==> config.mk <==
export PLATFORM = sky130hd
export DESIGN_NAME = uart_tx_fifo
export DESIGN_NICKNAME = d
export VERILOG_FILES = /design/src/rtl/uart_tx_fifo.sv
export SDC_FILE = /design/constraint.sdc
export NUM_CORES = 1
export LEC_CHECK = 0
export BUFFER_PORTS_ARGS = -buffer_cell sky130_fd_sc_hd__buf_2
export CAP_MARGIN = 20
export CORE_ASPECT_RATIO = 0.9
export CORE_MARGIN = 2
export CORE_UTILIZATION = 30
export DETAILED_ROUTE_END_ITERATION = 7
export PLACE_DENSITY_LB_ADDON = 0.25
export SLEW_MARGIN = 10
export SYNTH_ARGS = -nofsm -noshare
export SYNTH_HDL_FRONTEND = slang
export SYNTH_SLANG_ARGS = --single-unit
==> constraint.sdc <==
create_clock -name clk -period 4.9 [get_ports clk]
set_input_delay 0.98 -clock clk [delete_from_list [all_inputs] [get_ports clk]]
set_output_delay 0.98 -clock clk [all_outputs]
set_load 0.02 [all_outputs]
==> src/rtl/uart_tx_fifo.sv <==
// UART 8N1 transmitter with a small byte FIFO between the CPU write strobe and the serial line.
// Outputs uart_tx, uart_full and uart_busy all come straight from flops.
module uart_tx_fifo #(
    parameter int CLKS_PER_BIT = 868,
    parameter int FIFO_DEPTH   = 4
) (
    input  logic       clk,
    input  logic       reset,
    input  logic       uart_en,
    input  logic [7:0] uart_data,
    output logic       uart_tx,
    output logic       uart_full,
    output logic       uart_busy
);

    localparam int PTR_W = $clog2(FIFO_DEPTH);
    localparam int CNT_W = (CLKS_PER_BIT > 2) ? $clog2(CLKS_PER_BIT) : 1;
    localparam logic [CNT_W-1:0] CNT_LAST   = CNT_W'(CLKS_PER_BIT - 1);
    localparam logic [PTR_W:0]   COUNT_FULL = (PTR_W + 1)'(FIFO_DEPTH);

    typedef enum logic [1:0] {
        S_IDLE  = 2'd0,
        S_START = 2'd1,
        S_DATA  = 2'd2,
        S_STOP  = 2'd3
    } state_t;

    logic [7:0]       r_mem [FIFO_DEPTH];
    logic [PTR_W-1:0] r_wr_ptr;
    logic [PTR_W-1:0] r_rd_ptr;
    logic [PTR_W:0]   r_count;
    logic             r_full;
    logic             r_busy;

    state_t           r_state;
    state_t           w_state_next;
    logic [7:0]       r_shift;
    logic [2:0]       r_bit;
    logic [CNT_W-1:0] r_cnt;
    logic             r_tx;

    logic             w_push;
    logic             w_pop;
    logic             w_cnt_last;
    logic [PTR_W:0]   w_count_next;
    logic [7:0]       w_shift_next;
    logic [2:0]       w_bit_next;
    logic [CNT_W-1:0] w_cnt_next;
    logic             w_tx_next;

    // The full flag is registered, so a push while full is dropped even if a pop shares the edge.
    assign w_push     = uart_en & ~r_full;
    assign w_cnt_last = (r_cnt == CNT_LAST);

    // FIFO occupancy after this edge's push/pop.
    always_comb begin
        w_count_next = r_count;
        case ({w_push, w_pop})
            2'b10:   w_count_next = r_count + (PTR_W + 1)'(1);
            2'b01:   w_count_next = r_count - (PTR_W + 1)'(1);
            default: w_count_next = r_count;
        endcase
    end

    // FIFO storage, pointers and occupancy.
    always_ff @(posedge clk or negedge reset) begin
        if (!reset) begin
            for (int i = 0; i < FIFO_DEPTH; i++) begin
                r_mem[i] <= 8'h00;
            end
            r_wr_ptr <= '0;
            r_rd_ptr <= '0;
            r_count  <= '0;
        end else begin
            if (w_push) begin
                r_mem[r_wr_ptr] <= uart_data;
                r_wr_ptr        <= r_wr_ptr + PTR_W'(1);
            end
            if (w_pop) begin
                r_rd_ptr <= r_rd_ptr + PTR_W'(1);
            end
            r_count <= w_count_next;
        end
    end

    // FSM state register.
    always_ff @(posedge clk or negedge reset) begin
        if (!reset) begin
            r_state <= S_IDLE;
        end else begin
            r_state <= w_state_next;
        end
    end

    // FSM next-state decode.
    always_comb begin
        w_state_next = r_state;
        case (r_state)
            S_IDLE: begin
                if (r_count != '0) begin
                    w_state_next = S_START;
                end else begin
                    w_state_next = S_IDLE;
                end
            end
            S_START: begin
                if (w_cnt_last) begin
                    w_state_next = S_DATA;
                end else begin
                    w_state_next = S_START;
                end
            end
            S_DATA: begin
                if (w_cnt_last && (r_bit == 3'd7)) begin
                    w_state_next = S_STOP;
                end else begin
                    w_state_next = S_DATA;
                end
            end
            S_STOP: begin
                if (w_cnt_last && (r_count != '0)) begin
                    w_state_next = S_START;
                end else if (w_cnt_last) begin
                    w_state_next = S_IDLE;
                end else begin
                    w_state_next = S_STOP;
                end
            end
            default: w_state_next = S_IDLE;
        endcase
    end

    // FSM datapath: pop, shift, counters and the next line level (registered below).
    always_comb begin
        w_pop        = 1'b0;
        w_shift_next = r_shift;
        w_bit_next   = r_bit;
        w_cnt_next   = r_cnt;
        w_tx_next    = 1'b1;
        case (r_state)
            S_IDLE: begin
                w_cnt_next = '0;
                w_bit_next = 3'd0;
                if (r_count != '0) begin
                    w_pop        = 1'b1;
                    w_shift_next = r_mem[r_rd_ptr];
                    w_tx_next    = 1'b0;
                end else begin
                    w_tx_next = 1'b1;
                end
            end
            S_START: begin
                if (w_cnt_last) begin
                    w_cnt_next = '0;
                    w_bit_next = 3'd0;
                    w_tx_next  = r_shift[0];
                end else begin
                    w_cnt_next = r_cnt + CNT_W'(1);
                    w_tx_next  = 1'b0;
                end
            end
            S_DATA: begin
                if (w_cnt_last && (r_bit == 3'd7)) begin
                    w_cnt_next = '0;
                    w_bit_next = 3'd0;
                    w_tx_next  = 1'b1;
                end else if (w_cnt_last) begin
                    w_cnt_next   = '0;
                    w_bit_next   = r_bit + 3'd1;
                    w_shift_next = {1'b0, r_shift[7:1]};
                    w_tx_next    = r_shift[1];
                end else begin
                    w_cnt_next = r_cnt + CNT_W'(1);
                    w_tx_next  = r_shift[0];
                end
            end
            S_STOP: begin
                if (w_cnt_last && (r_count != '0)) begin
                    w_cnt_next   = '0;
                    w_pop        = 1'b1;
                    w_shift_next = r_mem[r_rd_ptr];
                    w_tx_next    = 1'b0;
                end else if (w_cnt_last) begin
                    w_cnt_next = '0;
                    w_tx_next  = 1'b1;
                end else begin
                    w_cnt_next = r_cnt + CNT_W'(1);
                    w_tx_next  = 1'b1;
                end
            end
            default: begin
                w_cnt_next = '0;
                w_bit_next = 3'd0;
                w_tx_next  = 1'b1;
            end
        endcase
    end

    // Datapath and status registers; status is decoded from next-state values so it tracks the registers exactly.
    always_ff @(posedge clk or negedge reset) begin
        if (!reset) begin
            r_shift <= 8'h00;
            r_bit   <= 3'd0;
            r_cnt   <= '0;
            r_tx    <= 1'b1;
            r_full  <= 1'b0;
            r_busy  <= 1'b0;
        end else begin
            r_shift <= w_shift_next;
            r_bit   <= w_bit_next;
            r_cnt   <= w_cnt_next;
            r_tx    <= w_tx_next;
            r_full  <= (w_count_next == COUNT_FULL);
            r_busy  <= (w_state_next != S_IDLE) || (w_count_next != '0);
        end
    end

    assign uart_tx   = r_tx;
    assign uart_full = r_full;
    assign uart_busy = r_busy;

endmodule

==> results.yml, run 1 <==
outcome:
  status: "complete, no violations"
detailed_routing:
  via_count: 1909
  via_per_inst: 4.85
  drt-total-wl_um: 6040
  drcViolationCount: 0
  first_pass_iters: 4
  antenna_left: 0
  drt_iter0_drc: 100
  wl_per_cell_um: 15.3
floorplan:
  core_um2: 10300
  chipHeight_um: 102
  ios: 14
  die_w_um: 113
  initial_core_util_pct: 31.1
  dieArea_um2: 11600
  row_count: 35
logic_synthesis:
  synthCells: 245
  synth-edff-count: 0
  yosysMostFrequentCell: "dfrtp_1"
  seq_area_frac_synth_pct: 50.6
  ys_top_cells_by_count: "64 x dfrtp_1, 47 x mux2_2, 15 x nor2_1, 13 x ha_1, 12 x nand2_1"
  synthArstFlopShare_pct: 100
  yosys_warnings: 0
  synth_seq_cells: 65
  synth_ff_type: "dfrtp_1"
  synth_area_per_cell_um2: 13.1
  synth_area_um2: 3210
  yosys.area.top_type: "dfrtp_1"
  synth_cell_types: 46
  synth.top_cell.area_share_pct: 49.8
  syn_nets: 270
  synthTopCellsByArea: "dfrtp_1 50%, mux2_2 16%, mux4_2 5.6%"
critical_path:
  crit_end: "uart_busy$_DFF_PN0_"
  critPathMaxFanout: 5
  reg2reg_depth: 11
  startpoint_type: "flip-flop"
  rrSetupSlack_ns: 1.61
  crit_start: "r_cnt[0]$_DFF_PN0_"
  r2r_end: "uart_busy$_DFF_PN0_"
  crit_arrival_ns: 3.48
  end_kind: "flip-flop"
  cp.required_ns: 5.09
  r2r_start: "r_cnt[0]$_DFF_PN0_"
  critPathKind: "reg -> reg"
clocking:
  numCtsBuffers: 9
  cts.reportedPaths.clkPinSlew_ns: 0.05
  cts_tree: "yes"
  insertion_delay_ns: 0.33
  cts_buffer_depth: 2
  cts.sink_count: 65
  cts_hold_buf: 0
  cts_resized: 0
  cts_root_buf: "clkbuf_16"
  htreeDepth: 3
  post_cts_buffers: 0
final_layout:
  n_antenna_cell: 0
  final_cells: 394
  final_area_um2: 3720
  layout-drive-gt1-share_pct: 34.3
  fillers: 1028
  syn_to_final_growth_pct: 15.6
  nNetsFinal: 286
  regArea_um2: 1630
  multi_input_area_um2: 1500
global_routing:
  grtUsageTotal_pct: 11.6
  grt_max_degree: 43
  grt_overflow_total: 0
  use_met3_pct: 3.74
  grtUsageMet2_pct: 17.8
  grt_pass1_wl_um: 10100
  busiest_layer: "met2"
  antenna_found_initial: 0
  grt_pass1_vias: 1975
  met1_usage_pct: 15.4
hold_path:
  hold_path.class: "reg -> reg"
sta:
  tightest_slew_ns: 0.629
  grt_setup_unrepaired: "no"
  fmax_mhz: 304
  hold_viol_final: 0
  final_max_slew_viol_count: 0
  fin_crit_ns: 3.29
  tns_ns: 0
  period_share_pct: 67.1
  slew_headroom_pct: 58.0
  fin_skew_ns: 0.00692
  setup_viol: 0
  hold_slack_ns: 0.473
job:
  drv_cap: 0
power_and_ir_drop:
  leakage_uw: 0.00160
  vdd_drop_max_uv: 268
  powerDensity_nw_per_um2: 609
placement:
  hpwl_um: 4070
  placed_area_um2: 3410
  numPlacedInstances: 379
  gp_congestion: 0.741
  port_buffers: 13
through the flow:
step                util [%]  setup WS (ns)  total power, uW
CTS                     36.0           1.60             2300
detailed placement      33.0           1.62             1610
finish                  36.0           1.61             2260
global placement        33.0           1.76             1600
global route            36.0           1.33             2420
floorplan                  -           1.98             1450
worst min-delay path by stage:
stage / start / endpoint / slack (ns) / cells after the start
global placement: r_cnt[0]$_DFF_PN0_ / r_cnt[0]$_DFF_PN0_ / 0.44 / 1
finish: r_cnt[0]$_DFF_PN0_ / r_cnt[0]$_DFF_PN0_ / 0.47 / 1
detailed placement: r_cnt[0]$_DFF_PN0_ / r_cnt[0]$_DFF_PN0_ / 0.46 / 1
global route: r_mem[19]$_DFFE_PN0P_ / r_mem[19]$_DFFE_PN0P_ / 0.51 / 1
floorplan: r_cnt[0]$_DFF_PN0_ / r_cnt[0]$_DFF_PN0_ / 0.43 / 1
CTS: r_cnt[0]$_DFF_PN0_ / r_cnt[0]$_DFF_PN0_ / 0.49 / 1
cells in the final DEF (no fill, tap or decap), types with 3 or more instances in the layout:
cell	count
ha_1	13
nor3_1	6
mux4_2	8
nor4b_1	3
xor2_1	6
nand4_1	4
clkbuf_16	9
nand2_1	12
dfrtp_1	64
a21oi_1	3
xnor2_1	8
nor2_1	15
buf_2	13
mux2_2	47
inv_1	11
cell type report:
type                    count  area share (%)
clock buffers              10            6.16
inverters                  12            1.21
well taps                 129            4.34
repair buffers             14            1.95
flip-flops and latches     65            43.8
clock inverters             5            2.19
multi-input cells         159            40.3
sequential cells by signal (all words and copies together), names as in the netlist:
register / count
r_state: 2
r_count: 3
r_rd_ptr: 2
uart_tx: 1
r_mem: 32
uart_full: 1
r_wr_ptr: 2
r_cnt: 10
r_bit: 3
r_shift: 8
uart_busy: 1
logic make-up after synthesis:
family | Yosys count | synth area share, %
AND/OR/NAND/NOR | 54 | 9.50
AO/OA/AOI/OAI | 21 | 5.26
flip-flops | 65 | 50.6
adder cells (fa/ha/maj) | 14 | 5.68
XOR/XNOR | 14 | 3.81
multiplexers | 56 | 22.4
buffers and inverters | 21 | 2.72
per-layer routing:
metal | wire [um] | vias up
met1 | 3010 | 957
li1 | - | 915
met3 | 233 | 12
met5 | 0 | -
met2 | 2690 | 25
met4 | 109 | 0
power breakdown:
| group | internal (uW) | switching, uW | leakage (uW) | total [uW] |
|---|---|---|---|---|
| Sequential | 762 | 157 | 0.000792 | 918 |
| Combinational | 405 | 270 | 0.000656 | 675 |
| Clock | 442 | 229 | 0.000149 | 671 |
worst max-delay path: stages, from the launching register on:
cell and delay (ns):
dfrtp_1 0.37, ha_1 0.24, nor3b_1 0.46, a41oi_1 0.22
nor3_1 0.27, ha_1 0.25, inv_1 0.06, fa_1 0.37
xor2_1 0.15, nor2_1 0.11, xnor2_1 0.17, or4b_1 0.48
Power figures use the tool's default switching activity.
==> run 2, diff against run 1 <==
==> constraint.sdc (replaced) <==
create_clock -name clk -period 2.7 [get_ports clk]
set_input_delay 0.54 -clock clk [delete_from_list [all_inputs] [get_ports clk]]
set_output_delay 0.54 -clock clk [all_outputs]
set_load 0.02 [all_outputs]
==> results.yml, run 2 (synthesis gave the netlist of run 1 again) <==
floorplan:
  ios: 14
  die_w_um: 113
  initial_core_util_pct: 31.1
  core_um2: 10300
  dieArea_um2: 11600
  row_count: 35
  chipHeight_um: 102
sta:
  grt_setup_unrepaired: "yes"
  final_max_slew_viol_count: 0
  fin_skew_ns: 0.00409
  hold_viol_final: 0
  fmax_mhz: 377
  slew_headroom_pct: 43.9
  fin_crit_ns: 2.65
  period_share_pct: 98.1
  tightest_slew_ns: 0.842
  setup_viol: 0
critical_path:
  critPathMaxFanout: 2
  path_buf_inv: 1
  rrSetupSlack_ns: 0.05
  cpMaxStageDelayCell: "or4b_1"
  crit_top_cell: "ha_2"
  crit_arrival_ns: 2.84
  cp.required_ns: 2.89
  crit_path_max_incr_delay_ns: 0.44
  end_kind: "flip-flop"
  critPathKind: "reg -> reg"
  cp_top_family: "simple AND/OR/NAND/NOR gates"
  path_cells: "ha_2 > nor3b_4 > a41oi_2 > nor3_2 > ha_2 > inv_2 > fa_2 > xor2_1 > nor2_1 > xnor2_1 > or4b_1"
  startpoint_type: "flip-flop"
power_and_ir_drop:
  powerDensity_nw_per_um2: 1100
  vdd_drop_max_uv: 446
  leakage_uw: 0.00172
  power_uw: 4330
job:
  drv_cap: 0
clocking:
  htreeDepth: 3
  insertion_delay_ns: 0.33
  cts_root_buf: "clkbuf_16"
  cts.sink_count: 65
  cts.reportedPaths.clkPinSlew_ns: 0.05
  cts_tree: "yes"
  cts_buffer_depth: 2
  numCtsBuffers: 9
final_layout:
  layout_commonest_cell: "dfrtp_1"
  largest_register_ffs: 32
  fin_util_pct: 38.1
  final_cell_mix: "64 x dfrtp_1, 47 x mux2_2, 23 x buf_4"
  syn_to_final_growth_pct: 22.6
  n_antenna_cell: 0
  nNetsFinal: 308
  reg_top3: "r_mem x32, r_cnt x10, r_shift x8"
  layout-drive-gt1-share_pct: 42.9
  top_register: "r_mem"
detailed_routing:
  first_pass_iters: 4
  antenna_left: 0
  drcViolationCount: 0
  via_per_inst: 4.80
  drt-total-wl_um: 6170
  via_count: 1995
  wl_per_cell_um: 14.8
  drt_iter0_drc: 63
hold_path:
  hold_path.class: "in -> async"
global_routing:
  grt_pass1_vias: 2153
  grtUsageTotal_pct: 12.2
  grt_max_degree: 66
  grt_pass1_wl_um: 10700
  antenna_found_initial: 0
  grt_overflow_total: 0
outcome:
  status: "complete, no violations"
placement:
  gp_congestion: 0.791
  hpwl_um: 4290
  port_buffers: 13
## run 2: metal layers
metal	share of wire, %	wire length (um)	global-route usage, %	up-vias
met1	48	2980	15.9	1001
met2	46	2840	18.7	29
met3	4.2	260	4.09	7
li1	-	-	-	958
met5	0	0	0	-
met4	1.5	92	5.07	0
## run 2: final timing paths
path,start,endpoint,cells past startpoint
worst max-delay path,r_cnt[0]$_DFF_PN0_,uart_busy$_DFF_PN0_,11
worst min-delay path,reset,r_bit[1]$_DFFE_PN0P_,2
worst max register to register,r_cnt[0]$_DFF_PN0_,uart_busy$_DFF_PN0_,11
worst min register to register,r_mem[11]$_DFFE_PN0P_,r_mem[11]$_DFFE_PN0P_,1
max in group asynchronous,reset,r_mem[8]$_DFFE_PN0P_,2
min in group clk,uart_data[7],r_mem[31]$_DFFE_PN0P_,2
## run 2: power breakdown
part	internal [uW]	switching (uW)	leakage, uW	total, uW
registers	1380	270	0.000792	1650
logic	835	544	0.000771	1380
clock network	892	409	0.000161	1300
total	3110	1220	0.00172	4330
## run 2: stage by stage
stage / instance area [um2] / TNS (ns) / instances / hold slack, ns / setup slack [ns]
after floorplan: 3230 / -0.0242 / 245 / 0.244 / -0.0242
after global placement: 3560 / 0 / 398 / 0.483 / 0.0573
after detailed placement: 3560 / -0.0252 / 398 / 0.490 / -0.0252
after CTS: 3940 / -0.0281 / 416 / 0.441 / -0.0281
after global routing: 3940 / -0.134 / 416 / 0.482 / -0.134
final: 3940 / 0 / 416 / 0.397 / 0.0502
## run 2: cell type report
| cell class | count | area (um2) |
|---|---|---|
| Clock inverter | 6 | 108 |
| Sequential cell | 65 | 1630 |
| Inverter | 12 | 45.0 |
| Tap cell | 129 | 161 |
| Timing Repair Buffer | 36 | 238 |
| Clock buffer | 9 | 225 |
| Multi-Input combinational cell | 159 | 1540 |
| Fill cell | 1026 | 6390 |
## run 2: worst register-to-register path, stage by stage, from the launching register on
cell     delay [ns]
dfrtp_1        0.35
ha_2           0.18
nor3b_4        0.20
a41oi_2        0.16
nor3_2         0.18
ha_2           0.22
inv_2          0.04
fa_2           0.34
xor2_1         0.15
nor2_1         0.13
xnor2_1        0.14
or4b_1         0.44
## run 2: what timing repair did
action                     in CTS  in global routing
pin swaps                       5                  2
gates resized for setup         5                  2
cloned                          0                  0
hold buffers                    0                  0
setup endpoints to repair       1                  1
buffers inserted                3                  0
